$ cat src/rtl/keypad_pkg.sv
// Shared types and key map for the 4x4 keypad encoder.
package keypad_pkg;

  typedef enum logic [1:0] {SCAN, DEBOUNCE, HELD, RELEASE} state_t;

  localparam logic [3:0] KEY_ADD = 4'd10;
  localparam logic [3:0] KEY_SUB = 4'd11;
  localparam logic [3:0] KEY_MUL = 4'd12;
  localparam logic [3:0] KEY_DIV = 4'd13;
  localparam logic [3:0] KEY_EQ  = 4'd14;
  localparam logic [3:0] KEY_CLR = 4'd15;

  // Layout: row0 = 1 2 3 +, row1 = 4 5 6 -, row2 = 7 8 9 *, row3 = C 0 = /
  function automatic logic [3:0] key_map(input logic [1:0] row, input logic [1:0] col);
    logic [3:0] code;
    case ({row, col})
      4'h0: code = 4'd1;
      4'h1: code = 4'd2;
      4'h2: code = 4'd3;
      4'h3: code = KEY_ADD;
      4'h4: code = 4'd4;
      4'h5: code = 4'd5;
      4'h6: code = 4'd6;
      4'h7: code = KEY_SUB;
      4'h8: code = 4'd7;
      4'h9: code = 4'd8;
      4'hA: code = 4'd9;
      4'hB: code = KEY_MUL;
      4'hC: code = KEY_CLR;
      4'hD: code = 4'd0;
      4'hE: code = KEY_EQ;
      default: code = KEY_DIV;
    endcase
    return code;
  endfunction

endpackage

$ cat src/rtl/keypad_stable_cnt.sv
// Counts consecutive cycles a level stays high; done on the cycle the count hits target.
module keypad_stable_cnt #(
  parameter int W = 15
) (
  input  logic         clk,
  input  logic         reset,
  input  logic         level,
  input  logic         restart,
  input  logic [W-1:0] target,
  output logic         done
);

  logic [W-1:0] cnt;

  always_ff @(posedge clk) begin
    if (reset || restart || !level) cnt <= '0;
    else                            cnt <= cnt + 1'b1;
  end

  assign done = level && !restart && (cnt == target);

endmodule

$ cat src/rtl/keypad_encoder.sv
// 4x4 keypad scanner, debouncer and encoder.
// Define KEYPAD_REPEAT_EN to enable auto-repeat of held keys.
module keypad_encoder
  import keypad_pkg::*;
#(
  parameter int SCAN_CYCLES     = 1000,
  parameter int DEBOUNCE_CYCLES = 20000,
  parameter int REPEAT_DELAY    = 5000000,
  parameter int REPEAT_PERIOD   = 1000000
) (
  input  logic       clk,
  input  logic       reset,
  input  logic [3:0] col_n,
  output logic [3:0] row_n,
  output logic [3:0] key_code,
  output logic       key_valid,
  output logic       key_held
);

  localparam int SW = $clog2(SCAN_CYCLES);
  localparam int DW = $clog2(DEBOUNCE_CYCLES);

  state_t        state;
  logic [1:0]    row, lcol;
  logic [SW-1:0] scan_cnt;
  logic [3:0]    col_m, col_s;
  logic          lvl, restart, stable_done, rpt_fire;

  function automatic logic [1:0] low_col(input logic [3:0] c);
    logic [1:0] idx;
    idx = 2'd0;
    for (int i = 3; i >= 0; i--)
      if (!c[i]) idx = 2'(i);
    return idx;
  endfunction

  // Synchronizer idles high (released) so reset never fakes a press.
  always_ff @(posedge clk) begin
    if (reset) begin
      col_m <= 4'hF;
      col_s <= 4'hF;
    end else begin
      col_m <= col_n;
      col_s <= col_m;
    end
  end

  // One counter serves both press (column low) and release (column high) debounce.
  assign lvl     = (state == RELEASE) ? col_s[lcol] : ~col_s[lcol];
  assign restart = (state == SCAN) || (state == HELD);

  keypad_stable_cnt #(.W(DW)) u_stable (
    .clk     (clk),
    .reset   (reset),
    .level   (lvl),
    .restart (restart),
    .target  (DW'(DEBOUNCE_CYCLES - 1)),
    .done    (stable_done)
  );

`ifdef KEYPAD_REPEAT_EN
  logic [31:0] hcnt;
  logic        rpt_first;

  assign rpt_fire = (state == HELD) && (key_code < KEY_EQ) &&
                    (hcnt == (rpt_first ? 32'(REPEAT_DELAY - 1) : 32'(REPEAT_PERIOD - 1)));

  // Frozen in RELEASE so a release glitch does not shift the repeat cadence.
  always_ff @(posedge clk) begin
    if (reset || state == DEBOUNCE) begin
      hcnt      <= '0;
      rpt_first <= 1'b1;
    end else if (state == HELD) begin
      if (rpt_fire) begin
        hcnt      <= '0;
        rpt_first <= 1'b0;
      end else begin
        hcnt <= hcnt + 32'd1;
      end
    end
  end
`else
  assign rpt_fire = 1'b0;
`endif

  always_ff @(posedge clk) begin
    if (reset) begin
      state     <= SCAN;
      row       <= 2'd0;
      lcol      <= 2'd0;
      scan_cnt  <= '0;
      key_code  <= 4'd0;
      key_valid <= 1'b0;
      key_held  <= 1'b0;
    end else begin
      key_valid <= 1'b0;
      case (state)
        SCAN: begin
          if (scan_cnt == SW'(SCAN_CYCLES - 1)) begin
            scan_cnt <= '0;
            if (col_s != 4'hF) begin
              lcol  <= low_col(col_s);
              state <= DEBOUNCE;
            end else begin
              row <= row + 2'd1;
            end
          end else begin
            scan_cnt <= scan_cnt + 1'b1;
          end
        end
        DEBOUNCE: begin
          if (col_s[lcol]) begin
            row   <= row + 2'd1;
            state <= SCAN;
          end else if (stable_done) begin
            key_code  <= key_map(row, lcol);
            key_valid <= 1'b1;
            key_held  <= 1'b1;
            state     <= HELD;
          end
        end
        HELD: begin
          if (rpt_fire)    key_valid <= 1'b1;
          if (col_s[lcol]) state     <= RELEASE;
        end
        default: begin
          if (!col_s[lcol]) begin
            state <= HELD;
          end else if (stable_done) begin
            key_held <= 1'b0;
            row      <= row + 2'd1;
            state    <= SCAN;
          end
        end
      endcase
    end
  end

  assign row_n = ~(4'b0001 << row);

endmodule

$ cat config.mk
export PLATFORM = sky130hd
export DESIGN_NAME = keypad_encoder
export DESIGN_NICKNAME = d
export VERILOG_FILES = /design/src/rtl/keypad_pkg.sv /design/src/rtl/keypad_stable_cnt.sv /design/src/rtl/keypad_encoder.sv
export SDC_FILE = /design/constraint.sdc
export NUM_CORES = 1
export LEC_CHECK = 0
export ABC_AREA = 1
export CAP_MARGIN = 10
export CORE_MARGIN = 2
export CORE_UTILIZATION = 35
export CTS_BUF_LIST = sky130_fd_sc_hd__clkbuf_2 sky130_fd_sc_hd__clkbuf_4 sky130_fd_sc_hd__clkbuf_8
export CTS_CLUSTER_SIZE = 12
export DETAILED_ROUTE_END_ITERATION = 10
export GPL_TIMING_DRIVEN = 0
export PLACE_DENSITY_LB_ADDON = 0.1
export SYNTH_ARGS = -nofsm -noshare
export SYNTH_HDL_FRONTEND = slang
export SYNTH_SLANG_ARGS = --single-unit
export TNS_END_PERCENT = 20
$ cat constraint.sdc
create_clock -name clk -period 2.4 [get_ports clk]
set_clock_uncertainty 0.05 [all_clocks]
set_input_delay 0.6 -clock clk [delete_from_list [all_inputs] [get_ports clk]]
set_output_delay 0.6 -clock clk [all_outputs]
set_load 0.02 [all_outputs]
## Word-level counts from Yosys, hierarchy flattened

Memories as Yosys holds them, arrays and structs flattened. A register that Yosys moved wholly into a read port is not among the register bits.
Cells that the tools add are included.

- Bits of input ports: 6
- Bits in read-only memories: 64
- Memories: 1
- Register bits: 41
- Output and inout port bits: 10

- Add/subtract/negate cells: 3
- Shifts and indexed selects: 1
- Muxes and demuxes: 28
- Equality and inequality tests: 14
- Magnitude comparators: 1
- Reduce and logical (&&, ||, !) cells: 18
- Bitwise logic cells: 5

Memories:

| memory | depth | bits a word | read ports | clocked after memory_dff | write ports | line | source |
|---|---|---|---|---|---|---|---|
| (no name shown) | 16 | 4 | 1 | 1 | 0 | keypad_pkg.sv:16 | `case ({row, col})` |

Operators by type and width:

| cell | count |
|---|---|
| two-way mux 2 bit | 16 |
| adder 15 x 1 -> 15 bit (second input constant) | 1 |
| == test 15 bit (second input constant) | 1 |
| one-hot mux 2 bit (3 select lines) | 2 |
| adder 10 x 1 -> 10 bit (second input constant) | 1 |
| == test 10 bit (second input constant) | 1 |
| two-way mux 10 bit | 1 |
| two-way mux 1 bit | 7 |
| != test 2 x 1 -> 1 bit (second input constant) | 3 |
| != test 2 bit (second input constant) | 3 |
| AND reduction 3 bit | 2 |
| AND reduction 6 bit | 1 |
| != test 5 x 4 -> 1 bit (second input constant) | 1 |
| AND reduction 5 bit | 1 |
| == test 2 bit (second input constant) | 2 |
| != test 4 bit (second input constant) | 1 |
| inverter 1 bit | 4 |
| inverter 4 bit | 1 |
| AND reduction 4 bit | 1 |
| nonzero test 2 bit | 2 |
| left shift 1 x 2 -> 4 bit (first input constant) | 1 |
| logical OR 1 bit | 3 |
| less-than comparator 2 x 3 -> 1 bit (second input constant) | 1 |
| != test 3 bit (second input constant) | 1 |
| 10 further kinds | 12 |

## Depth between registers and ports, before layout

Gate-level depths: netlist of run 1.

- Depth in word-level cells: 9
- Gate-level depth with buffers: 11

## By module

From an unflattened synthesis of run 1, not the netlist that was laid out.

- Cells, all modules: 372
- Area, all modules: 2605.0 µm²

Modules (own cells, without submodules):

| module | area each (µm²) | times used | cells each |
|---|---|---|---|
| keypad_encoder | 1599.0 | 1 | 200 |
| keypad_stable_cnt | 1006.0 | 1 | 172 |

## Least setup slack after synthesis of run 1

OpenSTA, ideal clock, no wires.

- Path kind: register to output
- Start: register row[0]
- End: output row_n[0]
- Arrival: 0.885 ns
- Setup slack: 0.865 ns
- Stages on the path, launching flop included: 4
- Cells stage by stage: dfxtp_1 inv_1 ha_1 inv_1

- Cells in the longest elaborated chain, start to end: 2

RTL lines:

| item | line | source |
|---|---|---|
| start: declaration | keypad_encoder.sv:24 | `logic [1:0] row, lcol;` |
| start signal: assignment | keypad_encoder.sv:105 | `row <= row + 2'd1;` |
| start signal: assignment | keypad_encoder.sv:113 | `row <= row + 2'd1;` |
| start signal: assignment | keypad_encoder.sv:131 | `row <= row + 2'd1;` |
| left shift 1 x 2 -> 4 bit | keypad_encoder.sv:139 | `assign row_n = ~(4'b0001 << row);` |
| inverter 4 bit | keypad_encoder.sv:139 |  |
| end: declaration | keypad_encoder.sv:14 | `output logic [3:0] row_n,` |

No other way between the ends.

## Final worst setup path of run 1

- Start: register row[1]
- End: output row_n[1]

Same word-level chain as after synthesis.

==> impl_metrics.toml, run 1 <==
[worst_setup_path]
start_kind = "flip-flop"
critPathKind = "reg -> out"
cp-end-kind = "output port"
crit_fanout = 7
arrival_ns = 1.65
cp.required_ns = 1.75

[timing]
max_freq_mhz = 434
rsz0062_at_grt = "false"
slew_viol_final = 0
setup-tns-final_ns = 0
period_share = 0.960
setup_viol = 0
worst_pin_slew_ns = 0.446
relSlewSlack = 0.703
finalCriticalPeriod_ns = 2.30
finalHoldViolations = 0

[synthesis]
synth-seq-area-share = 0.391
synth_largest_area_cell = "dfxtp_1"
synth-main-ff-cell = "dfxtp_1"
ys_top_cells_by_area = "dfxtp_1 (39%), nand2_1 (8.5%), ha_1 (7.1%), nor2_1 (6.2%), inv_1 (4.7%)"
ys_types = 33
syn_inst = 296
synthesis.nets = 315
yosysMostFrequentCell = "nand2_1"
synth_area_sq_mm = 0.00230
synth-edff-count = 0
async_flop_share = 0
synth_top_area_share = 0.391
yosys_warnings = 0
synth-seq-cells = 45
synth_common_cells = "nand2_1 (52), dfxtp_1 (45), nor2_1 (38), inv_1 (29), a21oi_1 (14)"
syn_avg_cell_area_sq_um = 7.78

[route]
drc = 0
avgRoutedWirePerCell_um = 10.3
wl_um = 4080
viasPerCell = 4.59
first_pass_iters = 4
ant_nets = 0
drt_iter0_drc = 41
dr_total_vias = 1819

[power_and_ir_drop]
p_sw_frac = 0.213
p_sw_mw = 0.294
power_frac_seq = 0.551
combinationalPowerShare = 0.035
internal_power_mw = 1.09
p_clk_frac = 0.414
p_per_area_mw_per_mm2 = 518
ir_worst_vdd_mv = 0.247
power_leakage_nw = 1.04

[finish]
nNetsFinal = 337
postLayoutCellArea_sq_mm = 0.00267
stdcell_count = 396
antennaDiodeCount = 0
syn2layout_area_growth_pct = 16.0
fillers = 666
drive_gt1_frac = 0.179

[flow_run]
max-cap-violations = 0

[global_routing]
grt_overflow = 0
grt_pass1_wl_um = 7440
grtUsageMet3 = 0.0292
grt_pass1_vias = 1704
grt_use_met1 = 0.169
use_met2 = 0.197
grt_usage = 0.124
grt-busiest-layer = "met2"
antenna_found_initial = 0
grt_max_degree = 16

[floorplan]
die_width_um = 85.1
die_h_um = 85.1
initial_core_util = 0.363
rows = 29
ios = 16
dieArea_sq_mm = 0.00725
core-area_sq_mm = 0.00635

[clock_tree]
cts_tree = "built"
cts-root-buf = "clkbuf_8"
cts_resized = 2
post_cts_buffers = 0
cts_buffer_depth = 2
cts_sinks = 45
ctsHoldBuffers = 0
clk_pin_slew_worst_paths_ns = 0.09
htreeDepth = 2
insertion_delay_ns = 0.30
numCtsBuffers = 5

[outcome]
status = "finished, final reports clean"

[placed_design]
place_area_sq_mm = 0.00255
hpwl_um = 3070
gp_congestion = 0.774
placed_cells = 388
port_buffers = 15

[min_path]
hold_path.class = "reg -> reg"
-- metal layers --
metal / wire length (um) / up-vias
li1: - / 986
met1: 2140 / 812
met2: 1780 / 17
met3: 114 / 4
met4: 46 / 0
met5: 0 / -
-- worst max-delay path, cell delays in order (launching register included) --
cell and delay, ns:
dfxtp_2 0.39, inv_1 0.13, ha_1 0.20, inv_1 0.05, clkdlybuf4s50_1 0.59
-- worst paths after layout --
path,from,end,slack (ns),cells past startpoint
setup / recovery,row[1],row_n[1],0.1,4
hold / removal,col_m[2],col_s[2],0.36,1
setup reg to reg,lcol[1],row[0],0.59,10
hold reg to reg,col_m[2],col_s[2],0.36,1
-- per-stage QoR --
stage / power, mW / setup slack, ns / hold slack (ns) / util
2_1_floorplan: 0.812 / 0.865 / 0.339 / -
3_3_place_gp: 0.830 / 0.217 / 0.342 / 0.402
3_5_place_dp: 0.830 / 0.195 / 0.343 / 0.402
4_1_cts: 1.41 / 0.0423 / 0.365 / 0.420
5_1_grt: 1.45 / 0.00621 / 0.378 / 0.421
6_report: 1.38 / 0.0954 / 0.363 / 0.421
-- cells by family after synthesis --
kind of cell / share of synthesized area
simple gates: 0.344
flops: 0.391
buf+inv: 0.0668
compound gates: 0.0858
fa+ha+maj: 0.0706
xor+xnor: 0.0418
-- power by group through the flow --
stage / Clock (mW) / Sequential [mW] / Combinational, mW
4_1_cts: 0.600 / 0.763 / 0.0495
3_3_place_gp: 0 / 0.781 / 0.0492
5_1_grt: 0.625 / 0.765 / 0.0567
2_1_floorplan: 0 / 0.779 / 0.0326
3_5_place_dp: 0 / 0.781 / 0.0494
6_report: 0.573 / 0.763 / 0.0485
-- cell type report --
cell class	instances	area [sq um]	area share
Multi-Input combinational cell	214	1250	0.467
Sequential cell	45	903	0.338
Timing Repair Buffer	15	155	0.0581
Inverter	33	124	0.0463
Tap cell	77	96.3	0.0360
Clock buffer	5	68.8	0.0257
Clock inverter	3	46.3	0.0173
Buffer	4	30.0	0.0112
-- state kept, by name, indices dropped and copies added (netlist names), named ones only --
name and count:
state 1, scan_cnt 10, col_s 4, key_held 1, col_m 4, key_valid 1
row 2, key_code 4, u_stable.cnt 15, lcol 2
-- placed cells by master, fill, tap and decap left out, drive strengths merged --
cell and count:
a211oi 3, a21boi 1, a21oi 15, a31oi 3, buf 2, bufinv 1
clkbuf 7, clkdlybuf4s50 13, clkinv 1, clkinvlp 1, dfxtp 45, dlymetal6s2s 2
ha 13, inv 33, nand2 59, nand3 19, nand4 4, nor2 53
nor3 6, nor3b 4, o21ai 12, o22ai 1, or2 10, xnor2 2
xor2 9
Note: power is estimated with default switching activity, not from simulation.
==> run 2: changes to the inputs <==
--- a/config.mk
+++ b/config.mk
@@ -14,6 +14,7 @@
 export DETAILED_ROUTE_END_ITERATION = 10
 export GPL_TIMING_DRIVEN = 0
 export PLACE_DENSITY_LB_ADDON = 0.1
+export SLEW_MARGIN = 20
 export SYNTH_ARGS = -nofsm -noshare
 export SYNTH_HDL_FRONTEND = slang
 export SYNTH_SLANG_ARGS = --single-unit
==> results of run 2 <==
No change in the layout: final DEF, timing and power equal those of run 1.
==> run 3: changes to the inputs <==
--- a/config.mk
+++ b/config.mk
@@ -8,7 +8,7 @@
 export ABC_AREA = 1
 export CAP_MARGIN = 10
 export CORE_MARGIN = 2
-export CORE_UTILIZATION = 35
+export CORE_UTILIZATION = 40
 export CTS_BUF_LIST = sky130_fd_sc_hd__clkbuf_2 sky130_fd_sc_hd__clkbuf_4 sky130_fd_sc_hd__clkbuf_8
 export CTS_CLUSTER_SIZE = 12
 export DETAILED_ROUTE_END_ITERATION = 10
@@ -17,5 +17,6 @@
 export SLEW_MARGIN = 20
 export SYNTH_ARGS = -nofsm -noshare
 export SYNTH_HDL_FRONTEND = slang
+export SYNTH_HIERARCHICAL = 1
 export SYNTH_SLANG_ARGS = --single-unit
 export TNS_END_PERCENT = 20
==> run 3 against run 2 <==
Compared with the run above: power grew 22%; sequential share of layout area shrank 4.8 points; synthesized area grew 13%; highest routed layer unchanged; register-to-register slack lost 0.39 ns; largest power group unchanged; die area shrank 1.0%; count of clock-buffer cells in the layout grew 2; global-route usage grew 3.8 points; core utilization grew 7.9 points; non-clock buffer count grew 5; sequential power grew 9.4%.
==> impl_metrics.toml, run 3 <==
[worst_setup_path]
critical-path-top-delay-family = "buffers and inverters"
critical_path.max_stage_delay_ns = 0.59
critical-path-slowest-cell = "clkdlybuf4s50_1"
cp_num_buf_inv = 3
cp.required_ns = 1.75
arrival_ns = 1.60
cp-end-kind = "output port"
critPathKind = "reg -> out"
start_kind = "flip-flop"
crit_fanout = 8
cp_cell_sequence = "inv_2 > ha_1 > inv_1 > clkdlybuf4s50_1"

[synthesis]
synth_common_cells = "nand2_1 (86), inv_1 (53), dfxtp_1 (45), nor2_1 (44), a21oi_1 (14)"
synth_compound_area_frac = 0.118
synthMuxAreaShare = 0
syn_inst = 372
synth-main-ff-cell = "dfxtp_1"
syn_avg_cell_area_sq_um = 7.00
synth_area_sq_mm = 0.00260
synth-edff-count = 0
yosysMostFrequentCell = "nand2_1"
synth-seq-area-share = 0.346
synth-seq-cells = 45
ys_types = 44
synth_top_family_by_area = "simple AND/OR/NAND/NOR gates"
synth_xor_area_frac = 0.0303
synth_top_area_share = 0.346
synthSimpleGateAreaFrac = 0.344
ys_top_cells_by_area = "dfxtp_1 (35%), nand2_1 (12%), inv_1 (7.6%), nor2_1 (6.3%), ha_1 (6.2%)"
synth_largest_area_cell = "dfxtp_1"
yosys_warnings = 6
async_flop_share = 0
synth_fa_ha_area_frac = 0.0624

[finish]
most-common-layout-cells = "nand2_1 (83), inv_1 (51), nor2_1 (42)"
largest-register = "u_stable/cnt"
nNetsFinal = 444
drive_gt1_frac = 0.186
antennaDiodeCount = 0
top_regs = "u_stable/cnt (15), scan_cnt (10)"
largest_reg_flops = 15
layout_commonest_cell = "nand2_1"
syn2layout_area_growth_pct = 21.0

[power_and_ir_drop]
power_frac_seq = 0.495
p_clk_frac = 0.290
p_sw_mw = 0.516
power_leakage_nw = 1.36
p_per_area_mw_per_mm2 = 535
combinationalPowerShare = 0.215
ir_worst_vdd_mv = 0.430
p_sw_frac = 0.306
internal_power_mw = 1.17

[route]
avgRoutedWirePerCell_um = 10.7
drt_iter0_drc = 110
ant_nets = 0
drc = 0
first_pass_iters = 4
wl_um = 5350
viasPerCell = 4.55
dr_total_vias = 2285

[clock_tree]
ctsHoldBuffers = 0
cts_sinks = 45
cts_tree = "built"
clk_pin_slew_worst_paths_ns = 0.08
cts_buffer_depth = 2
insertion_delay_ns = 0.30
numCtsBuffers = 5
htreeDepth = 2
cts-root-buf = "clkbuf_8"

[timing]
period_share = 0.936
relSlewSlack = 0.565
worst_pin_slew_ns = 0.652
max_freq_mhz = 445
finalCriticalPeriod_ns = 2.25
hold_ws_ns = 0.361
setup_viol = 0
slew_viol_final = 0
finalWorstSetupSlack_ns = 0.153
rsz0062_at_grt = "true"
finalHoldViolations = 0

[global_routing]
grt_pass1_wl_um = 9390
antenna_found_initial = 0
grt_overflow = 0
grt_max_degree = 13
grt_pass1_vias = 2078
grt_usage = 0.162

[placed_design]
port_buffers = 15
dp_slack_ns = -0.248
gp_congestion = 0.783
hpwl_um = 4020

[min_path]
hold_path.class = "reg -> reg"

[floorplan]
die_h_um = 84.7
initial_core_util = 0.413
ios = 16
core-area_sq_mm = 0.00631
rows = 29
dieArea_sq_mm = 0.00717
die_width_um = 84.7

[outcome]
status = "finished, final reports clean"

[flow_run]
max-cap-violations = 0
-- run 3: cell types whose count changed in the layout (fill, tap and decap cells not counted), sizes merged, moves of 2 or more --
cell / change
xor2: -4
conb: +26
nand3b: +2
o21a: +2
nand4: +2
clkbuf: +2
nand2: +36
nand3: -5
o21bai: +2
nor3b: -3
xnor2: +2
o21ai: +6
inv: +27
buf: +5
-- run 3: final timing paths --
| check | startpoint | end | slack (ns) | cells after the start |
|---|---|---|---|---|
| max | row[1] | row_n[1] | 0.15 | 4 |
| min | col_m[0] | col_s[0] | 0.36 | 1 |
| max reg2reg | lcol[0] | row[1] | 0.20 | 17 |
| min reg2reg | col_m[0] | col_s[0] | 0.36 | 1 |
-- run 3: layer usage --
| metal | global-route usage | wire [um] | vias to the layer above |
|---|---|---|---|
| met5 | 0 | 0 | - |
| met4 | 0.0476 | 53 | 0 |
| met3 | 0.0324 | 190 | 4 |
| met2 | 0.245 | 2300 | 34 |
| met1 | 0.233 | 2810 | 998 |
| li1 | - | - | 1249 |
-- run 3: worst register-to-register path, cell delays in order (launching register included) --
cell     delay [ns]
dfxtp_4        0.39
inv_6          0.04
nand2_2        0.05
nand3_2        0.09
nand2_4        0.11
xor2_1         0.16
nand2_1        0.10
nor2_2         0.08
nand2_1        0.05
nor2_1         0.10
nand2_1        0.09
nor2_4         0.14
nand2_2        0.08
a21oi_2        0.13
o21a_1         0.13
nand3_2        0.10
o21ai_1        0.14
a21oi_1        0.05
-- run 3: timing repair --
item / in CTS / in global routing
endpoints found under the setup margin: 11 / 11
pin swaps: 0 / 10
gates resized for setup: 7 / 20
buffers inserted: 0 / 7
-- run 3: area by class of cell --
cell class              instances  area [sq um]
multi-input cells             287          1590
fillers                       667          3160
well taps                      77          96.3
plain buffers                   2          11.3
inverters                      62           246
clock buffers                   7          90.1
repair buffers                 22           208
flip-flops and latches         45           915
-- run 3: power groups by stage --
stage	logic, mW	registers, mW	clock network [mW]
after floorplan	0.266	0.837	0
after global placement	0.351	0.848	0
after detailed placement	0.352	0.848	0
after CTS	0.354	0.831	0.511
after global routing	0.416	0.843	0.546
final	0.362	0.835	0.489
-- run 3: stage by stage --
stage | TNS, ns | cells | total power, mW | utilization | area [sq um]
finish | 0 | 502 | 1.69 | 0.499 | 3150
global route | -0.0477 | 502 | 1.80 | 0.499 | 3150
CTS | 0 | 495 | 1.70 | 0.482 | 3050
detailed placement | -0.943 | 488 | 1.20 | 0.466 | 2940
global placement | -0.753 | 488 | 1.20 | 0.466 | 2940
floorplan | 0 | 396 | 1.10 | - | 2700
-- run 3: cells by family after synthesis --
logic type / after synthesis
and+or+nand+nor: 190
buffers and inverters: 64
AOI/OAI and AO/OA: 49
DFF: 45
adders and majority gates: 13
xor gates and xnor gates: 9
other: 2
